### config.mk
export PLATFORM = sky130hd
export DESIGN_NAME = sync_fifo_param
export DESIGN_NICKNAME = d
export VERILOG_FILES = /design/src/rtl/sync_fifo_param.sv
export SDC_FILE = /design/constraint.sdc
export NUM_CORES = 1
export LEC_CHECK = 0
export ABC_CLOCK_PERIOD_IN_PS = 9000
export BUFFER_PORTS_ARGS = -buffer_cell sky130_fd_sc_hd__buf_2
export CORE_UTILIZATION = 55
export DETAILED_ROUTE_END_ITERATION = 8
export PLACE_DENSITY = 0.73
export SYNTH_ARGS = -nofsm -noshare
export SYNTH_HDL_FRONTEND = slang
export SYNTH_SLANG_ARGS = --single-unit
### constraint.sdc
create_clock -name clk -period 9 [get_ports clk]
set_input_delay 2.7 -clock clk [delete_from_list [all_inputs] [get_ports clk]]
set_output_delay 2.7 -clock clk [all_outputs]
set_load 0.02 [all_outputs]
### src/rtl/sync_fifo_param.sv
// Single-clock parametrised FIFO with occupancy count, almost-full/empty thresholds,
// a registered read-valid strobe and sticky overflow/underflow flags.
module sync_fifo_param #(
   parameter int unsigned DATA_WIDTH          = 8,
   parameter int unsigned ADDR_WIDTH          = 4,
   parameter int unsigned ALMOST_FULL_THRESH  = 14,
   parameter int unsigned ALMOST_EMPTY_THRESH = 2
) (
   input  logic                  clk,
   input  logic                  rst_n,
   input  logic [DATA_WIDTH-1:0] write_data,
   input  logic                  write_enable,
   input  logic                  read_enable,
   input  logic                  clear_errors,
   output logic [DATA_WIDTH-1:0] read_data,
   output logic                  read_valid,
   output logic                  fifo_full,
   output logic                  fifo_empty,
   output logic                  almost_full,
   output logic                  almost_empty,
   output logic [ADDR_WIDTH:0]   fill_count,
   output logic                  overflow,
   output logic                  underflow
);

   localparam int unsigned DEPTH = 1 << ADDR_WIDTH;
   localparam int unsigned PTR_W = ADDR_WIDTH + 1;

   logic [DATA_WIDTH-1:0] mem [DEPTH];

   logic [PTR_W-1:0] wptr;
   logic [PTR_W-1:0] rptr;
   logic [PTR_W-1:0] wptr_nxt;
   logic [PTR_W-1:0] rptr_nxt;
   logic [PTR_W-1:0] count_nxt;
   logic             wr_accept;
   logic             rd_accept;

   // Accept decisions use only registered flags, never the raw requests' effects.
   always_comb begin
      wr_accept = write_enable && !fifo_full;
      rd_accept = read_enable && !fifo_empty;
      wptr_nxt  = wptr + PTR_W'(wr_accept);
      rptr_nxt  = rptr + PTR_W'(rd_accept);
      count_nxt = wptr_nxt - rptr_nxt;
   end

   // Pointers, occupancy and status flags, all registered from next-state values.
   always_ff @(posedge clk) begin
      if (!rst_n) begin
         wptr         <= '0;
         rptr         <= '0;
         fill_count   <= '0;
         fifo_full    <= 1'b0;
         fifo_empty   <= 1'b1;
         almost_full  <= 1'b0;
         almost_empty <= 1'b1;
      end else begin
         wptr         <= wptr_nxt;
         rptr         <= rptr_nxt;
         fill_count   <= count_nxt;
         fifo_full    <= (count_nxt == PTR_W'(DEPTH));
         fifo_empty   <= (count_nxt == '0);
         almost_full  <= (count_nxt >= PTR_W'(ALMOST_FULL_THRESH));
         almost_empty <= (count_nxt <= PTR_W'(ALMOST_EMPTY_THRESH));
      end
   end

   // Storage array is intentionally left unreset.
   always_ff @(posedge clk) begin
      if (rst_n && wr_accept) begin
         mem[wptr[ADDR_WIDTH-1:0]] <= write_data;
      end
   end

   // Read port: data holds its last value when no read is accepted.
   always_ff @(posedge clk) begin
      if (!rst_n) begin
         read_data  <= '0;
         read_valid <= 1'b0;
      end else begin
         read_valid <= rd_accept;
         if (rd_accept) begin
            read_data <= mem[rptr[ADDR_WIDTH-1:0]];
         end
      end
   end

   // Sticky error flags; a new error event wins over a simultaneous clear.
   always_ff @(posedge clk) begin
      if (!rst_n) begin
         overflow  <= 1'b0;
         underflow <= 1'b0;
      end else begin
         if (write_enable && fifo_full) begin
            overflow <= 1'b1;
         end else if (clear_errors) begin
            overflow <= 1'b0;
         end
         if (read_enable && fifo_empty) begin
            underflow <= 1'b1;
         end else if (clear_errors) begin
            underflow <= 1'b0;
         end
      end
   end

endmodule

==> impl_results.md, run 1 <==
* Status: finished clean
* Pre-CTS setup slack at 3.70 ns
* PD cells at 262 nW/um2
* Sw Share at 25.5%
* Primary FF master, synth: edfxtp_1
* Net Count, Synth at 364
* Clock Power Share at 38.8%
* Pleak at 2.40 nW
* Largest net degree at the start of global routing at 35
* Fmax at 209 MHz
* R2R depth at 9
* Yosys warns at 0
* H-tree levels at 4
* CP Launch Type: input port
* Num rows at 38
* Ant. Diodes at 0
* Die Width at 108 um
* Critical path class: in -> reg
* FF/Latch Area at 4450 um2
* Io pins at 33
* Hold Path Depth at 2
* CP most frequent cell: ha_1
* Sequential-to-total area share from yosys stat at 72.6%
* Max IR drop VDD at 166 uV
* Clock Sinks at 158
* Crit end category: register
* Fin worst setup slack at 4.22 ns
* Final Core Density at 64.9%
* Synth async-reset ratio at 0%
* Multi-input logic area at 1590 um2
* Share of cells above drive strength 1 at 26.8%
* Pre-antenna DRT Iters at 4
* Clock latency on the worst-skew pair at 0.52 ns
* Fill cells at 739
* Hold Violations, Final at 0
* CTS tree: yes
* Total CTS buffers at 17
* Logic pwr share at 15.8%
* Slowest stage delay, CP at 0.55 ns
* Syn-to-layout area delta at 14.9%
* DRC violations left at 0
* Post-Route WL at 11900 um
* Maximum clock path buffer count at 2
* Global-route wire length before repair at 18100 um
* Worst slew margin at 38.0%
* Synth unique cells at 38
* HPWL Detailed at 7410 um
* Syn Inst Count at 343
* Yosys reg bits at 158
* # Post-CTS Setup Buffers at 0
* Crit path DAT at 5.18 ns
* Clock Pin Slew Worst Setup and Hold Paths at 0.06 ns
* Worst Path Max Fanout at 10
* Post-CTS resize count at 0
* # port buffers at 32
* Sequential share of power at 45.4%
* Vias in the first global route at 3117
* Root Driver: clkbuf_8
* Area of the mapped netlist at 6120 um2
* Setup Viol. Count Final at 0
* GRT overflow at 0
* Int Power at 1.37 mW
* Worst Path Buf+Inv at 1
* # nets final at 403
* Drt first-iter violations at 246
* Post-DRT Antenna Nets at 0
* Period minus WS final at 4.78 ns
* Die area at 11600 um2
* CP max stage cell: nor2b_1
* Worst path depth at 10
* Slew @ Worst Pin at 0.927 ns
* Required time worst endpoint at 9.39 ns
* Number of synthesized flops with an enable pin at 128
* Core area at 10800 um2
* Cell chain of the critical path: buf_2 > nor2b_1 > ha_1 > ha_1 > xnor2_1 > ha_1 > a21oi_1 > o31ai_4 > xnor2_1 > a21oi_1
* Fin cells at 535
* Routed len/inst at 22.3 um
* Routability Congestion at 0.814
* Gr usage total at 22.7%
* Setup TNS at 0 ns
* Avg Vias per Cell at 5.95
* Max cap viols at 0
* Final slew viol count at 0
* Starting density of the core at 56.5%
* Via count at 3181
* Syn Area/Cell at 17.9 um2
* DIE HEIGHT at 108 um
* Crit-path leading delay family: adder cells
* Final period utilization at 53.2%
* Post-CTS Hold Buffers at 0
* Placed cells at 503
* P_sw at 0.471 mW
* Initial antenna violation count at 0
* Unrepaired setup endpoints after global routing: no
* Final Skew at 0.00661 ns
* Hold Crit Class: reg -> reg
synthesized netlist by cell type (all sizes together), types with 3 or more instances:
cell,instances,area [um2]
nand2,14,52.6
mux4,32,721
nor2b,5,31.3
a221oi,8,70.1
and2,7,43.8
nand3,4,20.0
o22ai,8,50.1
xnor2,7,61.3
xor2,6,60.1
nor2,25,96.4
a22o,8,70.1
o31ai,3,36.3
buf,6,28.8
nand2b,3,18.8
dfxtp,30,601
ha,8,100
edfxtp,128,3840
inv,7,26.3
a22oi,3,22.5
clkbuf,11,41.3
nor3,6,30.0
power by group through the flow:
stage	combinational (mW)	clock, mW	sequential, mW
after detailed placement	0.290	0	0.854
after global placement	0.287	0	0.852
after CTS	0.293	0.724	0.838
after global routing	0.315	0.754	0.841
after floorplan	0.185	0	0.878
final	0.291	0.716	0.838
worst paths after layout:
path	slack, ns	end	from
worst max-delay path	4.22	almost_full	read_enable
worst min-delay path	0.48	read_data[0]	read_data[0]
worst max register to register	6.18	almost_full	fifo_empty
worst min register to register	0.48	read_data[0]	read_data[0]
area by class of cell:
class | instances | area share (%)
multi-input cells | 161 | 22.6
clock buffers | 17 | 5.89
inverters | 7 | 0.374
well taps | 140 | 2.49
flip-flops and latches | 158 | 63.2
repair buffers | 37 | 2.81
clock inverters | 15 | 2.65
flip-flops by register name (all words and copies together), names as in the netlist:
| signal | cells |
|---|---|
| almost_empty | 1 |
| almost_full | 1 |
| fifo_empty | 1 |
| fifo_full | 1 |
| fill_count | 5 |
| mem | 128 |
| overflow | 1 |
| read_data | 8 |
| read_valid | 1 |
| rptr | 5 |
| underflow | 1 |
| wptr | 5 |
kinds of logic after synthesis:
group,after synthesis,share of synthesized area (%)
buffers and inverters,24,1.57
AND/OR/NAND/NOR,69,5.43
XOR/XNOR,13,1.98
adder cells (fa/ha/maj),8,1.63
multiplexers,32,11.8
flip-flops,158,72.6
AO/OA/AOI/OAI,39,5.05
cells in the final DEF, fill, tap and decap left out, types with 14 or more instances in the layout:
| cell | instances |
|---|---|
| mux4_2 | 32 |
| dfxtp_1 | 29 |
| edfxtp_1 | 128 |
| nand2_1 | 14 |
| buf_2 | 32 |
| clkbuf_16 | 16 |
| nor2_1 | 24 |
through the flow:
step / cell area, um2 / hold WS, ns / power (mW)
2_1_floorplan: 6120 / 0.487 / 1.06
3_3_place_gp: 6430 / 0.462 / 1.14
3_5_place_dp: 6430 / 0.462 / 1.14
4_1_cts: 7030 / 0.474 / 1.86
5_1_grt: 7030 / 0.508 / 1.91
6_report: 7030 / 0.479 / 1.85
layer usage:
layer,routed length [um],track usage (%)
met3,604,5.15
met2,6080,36.2
met5,0,0
met4,98,7.14
met1,5120,31.3
tightest hold or removal path, cell delays in order (launching register included):
cell	delay [ns]
dfxtp_1	0.31
nand2_1	0.05
o22ai_1	0.06
No activity file was read; power rests on OpenSTA's default activity.
==> run 2, diff against run 1 <==
- ABC_CLOCK_PERIOD_IN_PS: 9000 -> 4400
- CORE_UTILIZATION: 55 -> 54
- PLACE_DENSITY: 0.73 -> 0.75
- clock period: 9 -> 4.4 ns (I/O delays scaled with it)
==> run 2 against run 1 <==
Non-clock buffer count grew 2. Power increased by 100%. Register-to-register slack got worse by 4.4 ns. Setup slack worse by 3.0 ns. Sequential power grew 110%. Clock power grew 100%. Critical path depth unchanged.
==> impl_results.md, run 2 (same netlist as run 1, synthesis figures left out) <==
* Status: finished clean
* Hold Crit Class: reg -> reg
* Gr usage total at 21.6%
* Setup TNS at 0 ns
* Logic pwr share at 15.2%
* Final Core Density at 64.2%
* Critical path class: in -> reg
* GRT overflow at 0
* DRC violations left at 0
* Period minus WS final at 3.20 ns
* Routability Congestion at 0.755
* Root Driver: clkbuf_16
* Core area at 10900 um2
* Io pins at 33
* Post-CTS Hold Buffers at 0
* Drt first-iter violations at 263
* Syn-to-layout area delta at 14.7%
* Most common cell after layout, fill and taps aside: edfxtp_1
* Avg Vias per Cell at 5.80
* Final slew viol count at 0
* Worst Path Max Fanout at 4
* Hold Violations, Final at 0
* Most frequent cells in the layout: 128 x edfxtp_1, 32 x mux4_2, 32 x buf_2
* Pleak at 2.41 nW
* Sw Share at 24.2%
* Int Power at 2.83 mW
* Starting density of the core at 56.0%
* # port buffers at 32
* Clock latency on the worst-skew pair at 0.41 ns
* Slew @ Worst Pin at 0.894 ns
* P_sw at 0.906 mW
* CP max stage cell: a21oi_1
* H-tree levels at 4
* Die area at 11800 um2
* R2R depth at 5
* Fmax at 312 MHz
* Required time worst endpoint at 4.68 ns
* Via count at 3113
* # Post-CTS Setup Buffers at 0
* CP most frequent cell: ha_1
* CTS tree: yes
* Setup Viol. Count Final at 0
* Die Width at 109 um
* Maximum clock path buffer count at 2
* Ant. Diodes at 0
* Clock Power Share at 38.4%
* Cell chain of the critical path: buf_2 > nor2b_1 > ha_1 > ha_1 > xnor2_1 > ha_1 > a21oi_1 > o31ai_4 > xnor2_1 > a21oi_1
* Share of cells above drive strength 1 at 26.2%
* Post-DRT Antenna Nets at 0
* Crit path DAT at 3.48 ns
* Routed len/inst at 21.3 um
* Final Skew at 0.00732 ns
* Clock Pin Slew Worst Setup and Hold Paths at 0.06 ns
* Sequential share of power at 46.4%
* Unrepaired setup endpoints after global routing: no
* Max reg flops at 128
* Post-layout power at 3.74 mW
* Reg-to-reg slack, setup at 1.76 ns
* Initial antenna violation count at 0
* Vias in the first global route at 3192
* Pre-antenna DRT Iters at 5
* Slowest stage delay, CP at 0.38 ns
* DIE HEIGHT at 109 um
* HPWL Detailed at 7390 um
* Max cap viols at 0
* Post-Route WL at 11500 um
* Hold Path Depth at 2
* Post-CTS resize count at 0
* CP Launch Type: input port
* Clock Sinks at 158
* Total CTS buffers at 17
* Max IR drop VDD at 419 uV
* Num rows at 38
* Final period utilization at 72.8%
* Worst slew margin at 40.2%
* # nets final at 405
* Crit end category: register
* Global-route wire length before repair at 17700 um
* Largest net degree at the start of global routing at 25
* PD cells at 532 nW/um2
==> run 2: changes by cell type in the layout (fill, tap and decap cells not counted), moves of 2 or more <==
| cell | before | now |
|---|---|---|
| clkinv_4 | 2 | 0 |
| buf_4 | 5 | 7 |
| clkbuf_1 | 0 | 4 |
| clkinv_2 | 0 | 4 |
| inv_8 | 2 | 0 |
==> run 2: final timing paths <==
kind / from / to
setup / recovery: write_enable / almost_full
hold / removal: read_data[1] / read_data[1]
setup reg to reg: rptr[0] / read_data[2]
hold reg to reg: read_data[1] / read_data[1]
==> run 2: area by class of cell <==
cell class | instances | area (um2)
Multi-Input combinational cell | 161 | 1580
Timing Repair Buffer | 39 | 213
Tap cell | 140 | 175
Clock inverter | 11 | 141
Inverter | 7 | 26.3
Fill cell | 748 | 3910
Clock buffer | 21 | 440
Sequential cell | 158 | 4450
==> run 2: per-stage QoR <==
step                setup WS, ns  instances  instance area [um2]  hold WS, ns
finish                      1.20        537                 7030        0.482
global route               0.994        537                 7030        0.494
CTS                         1.21        537                 7030        0.480
detailed placement         0.787        505                 6440        0.469
global placement           0.840        505                 6440        0.462
floorplan                  0.956        343                 6120        0.487
==> run 2: layer usage <==
metal  track usage, %  vias up  share of wire [%]
li1                 -     1436                  -
met1             29.7     1584                 46
met2             33.5       83                 48
met3             5.79       10                5.3
met4             7.05        0               0.98
met5                0        -                  0
==> run 2: worst max-delay path, delay by kind of cell <==
family / cells / cell delay, ns
xor+xnor: 2 / 0.43
compound gates: 3 / 0.59
buf+inv: 1 / 0.09
fa+ha+maj: 3 / 0.72
simple gates: 1 / 0.32
==> run 2: power groups by stage <==
stage               clock network, mW  logic, mW  registers [mW]
CTS                              1.45      0.572            1.74
detailed placement                  0      0.569            1.77
finish                           1.43      0.567            1.73
floorplan                           0      0.377            1.80
global route                     1.51      0.616            1.74
global placement                    0      0.562            1.76
==> run 3, diff against run 2 <==
- ABC_AREA: unset -> 1
- ABC_CLOCK_PERIOD_IN_PS: 4400 -> 3000
- CORE_UTILIZATION: 54 -> 55
- PLACE_DENSITY: 0.75 -> 0.73
- clock period: 4.4 -> 3 ns (I/O delays scaled with it)
==> run 3 against run 2 <==
The flow now finishes with violations (design-rule violations). Critical endpoint is now fifo_full. Final area grew 8.4%. Combinational power grew 96%. Clock power grew 48%. Clock skew grew 0.00099 ns. Routed wire length grew 24%. Largest cell class unchanged.
==> impl_results.md, run 3 <==
* Largest net degree at the start of global routing at 66
* Setup Viol. Count Final at 0
* Routed len/inst at 16.6 um
* Post-route cell area at 7620 um2
* Post-Route WL at 14200 um
* Pre-antenna DRT Iters at 8
* Vias in the first global route at 4307
* Crit Reg-Reg Endpoint: almost_empty
* Slowest stage delay, CP at 0.27 ns
* Leading area contributor after synthesis: edfxtp_1
* CTS tree: yes
* Main area contributors after synthesis: edfxtp_1 57%, nand2_1 14%, dfxtp_1 9.0%, nand3_1 5.1%, nor2_1 2.5%
* Starting density of the core at 57.4%
* Period minus WS final at 2.41 ns
* Final period utilization at 80.5%
* Syn Area/Cell at 10.3 um2
* Gr usage total at 24.2%
* Top-count cell post-synth: nand2_1
* Yosys reg bits at 158
* Synth unique cells at 32
* Post-CTS Hold Buffers at 0
* Post-CTS resize count at 0
* H-tree levels at 4
* Share of cells above drive strength 1 at 14.3%
* Top-area cell type share of the netlist area at 57.4%
* Most frequent cells in the layout: 252 x nand2_1, 128 x edfxtp_1, 68 x nand3_1
* Clock Pin Slew Worst Setup and Hold Paths at 0.06 ns
* Hold Violations, Final at 0
* Worst slew margin at 50.5%
* Fin worst setup slack at 0.586 ns
* CP Launch Type: input port
* Root Driver: clkbuf_16
* HPWL Detailed at 9450 um
* Worst r2r src: rptr[2]
* Hold Path Depth at 2
* Core area at 11700 um2
* Drt first-iter violations at 465
* Syn-to-layout area delta at 13.7%
* Max cap viols at 0
* Area of the mapped netlist at 6700 um2
* Most common cell after layout, fill and taps aside: nand2_1
* Post-layout power at 5.74 mW
* Hold Slack at 0.467 ns
* Crit-path leading delay family: simple AND/OR/NAND/NOR gates
* Pre-CTS setup slack at 0.163 ns
* # nets final at 720
* Critical path class: in -> reg
* DP Area at 7040 um2
* Net Count, Synth at 673
* Reg-to-reg slack, setup at 0.73 ns
* Pleak at 3.13 nW
* Failing checks: design-rule violations
* Fmax at 414 MHz
* Die area at 12600 um2
* Worst Path Max Fanout at 3
* Worst-case hold path end point: overflow
* Routability Congestion at 0.785
* R2R depth at 12
* Worst Path Buf+Inv at 4
* Via count at 4536
* Primary FF master, synth: edfxtp_1
* DIE HEIGHT at 112 um
* Hold Crit Class: reg -> reg
* Crit path DAT at 2.77 ns
* Final slew viol count at 0
* Sequential-to-total area share from yosys stat at 66.4%
* Unrepaired setup endpoints after global routing: no
* Clock latency on the worst-skew pair at 0.42 ns
* Die Width at 112 um
* Cell chain of the critical path: buf_2 > inv_1 > nor2_1 > ha_1 > ha_1 > xnor2_1 > ha_1 > inv_1 > nand2_1 > nand3b_2 > nand2_2 > nand2_2 > nor2_2 > inv_1 > nor2_1
* Status: finished, violations left
* # Post-CTS Setup Buffers at 0
* Min-delay src: overflow
* Total CTS buffers at 17
* Global-route wire length before repair at 22400 um
* CP max stage cell: ha_1
* Avg Vias per Cell at 5.31
* Initial antenna violation count at 0
* DRC violations left at 2
* Syn Inst Count at 652
* Slew @ Worst Pin at 0.739 ns
* Clock Sinks at 158
* Post-DRT Antenna Nets at 0
* GRT overflow at 0
* Synth async-reset ratio at 0%
* # port buffers at 32
* Io pins at 33
* Maximum clock path buffer count at 2
* Max IR drop VDD at 446 uV
* Required time worst endpoint at 3.36 ns
* Number of synthesized flops with an enable pin at 128
* Num rows at 39
* Max reg flops at 128
* Setup TNS at 0 ns
* Final Skew at 0.00831 ns
* Synth cell count leaders: 252 x nand2_1, 128 x edfxtp_1, 68 x nand3_1, 45 x nor2_1, 35 x inv_1
* Crit end category: register
* Ant. Diodes at 0
* PD cells at 754 nW/um2
* Yosys warns at 0
run 3: cell types whose count changed in the layout (fill, tap and decap cells not counted), sizes merged, moves of 9 or more:
cell and change:
a21oi +9, buf +13, inv +35, mux4 -32, nand2 +248, nand3 +65, nor2 +24
run 3: worst max path at each step:
| stage | start | to | slack [ns] | cells past startpoint |
|---|---|---|---|---|
| finish | write_enable | fifo_full | 0.59 | 15 |
| CTS | write_enable | fifo_full | 0.60 | 15 |
| global route | write_enable | fifo_full | 0.41 | 15 |
| global placement | read_enable | fifo_full | 0.22 | 15 |
| floorplan | read_enable | fifo_full | 0.38 | 14 |
| detailed placement | write_enable | fifo_full | 0.16 | 15 |
run 3: cells by family (layout without fill, tap and decap cells):
family	count (synthesis)	after routing	synth area share (%)
AO/OA/AOI/OAI	29	29	2.76
XOR/XNOR	3	3	0.392
adder cells (fa/ha/maj)	8	8	1.49
buffers and inverters	68	128	4.89
flip-flops	158	158	66.4
AND/OR/NAND/NOR	386	386	24.1
run 3: final cells by class:
type                            count  area (um2)
Timing Repair Buffer               52         310
Multi-Input combinational cell    426        1930
Inverter                           44         175
Tap cell                          143         179
Clock inverter                      5        78.8
Clock buffer                       27         503
Fill cell                         927        4050
Sequential cell                   158        4450
run 3: metal layers:
metal	vias up	GRT usage (%)	part of all wire, %
li1	2254	-	-
met2	139	39.0	49
met5	-	0	0
met4	0	9.16	1.5
met3	19	5.45	5.6
met1	2124	32.4	44
run 3: worst min-delay path, stage by stage, from the launching register on:
cell     delay (ns)
dfxtp_1        0.31
nand2_1        0.06
a21oi_1        0.05
run 3: report_power, final:
group          internal (mW)  switching [mW]  total [mW]
sequential              2.48          0.0502        2.53
clock                   1.31           0.795        2.11
combinational          0.350           0.756        1.11
run 3: metrics by stage:
step	utilization (%)	cells
after floorplan	-	652
after CTS	65.3	855
after detailed placement	60.3	823
after global placement	60.3	823
final	65.3	855
after global routing	65.3	855
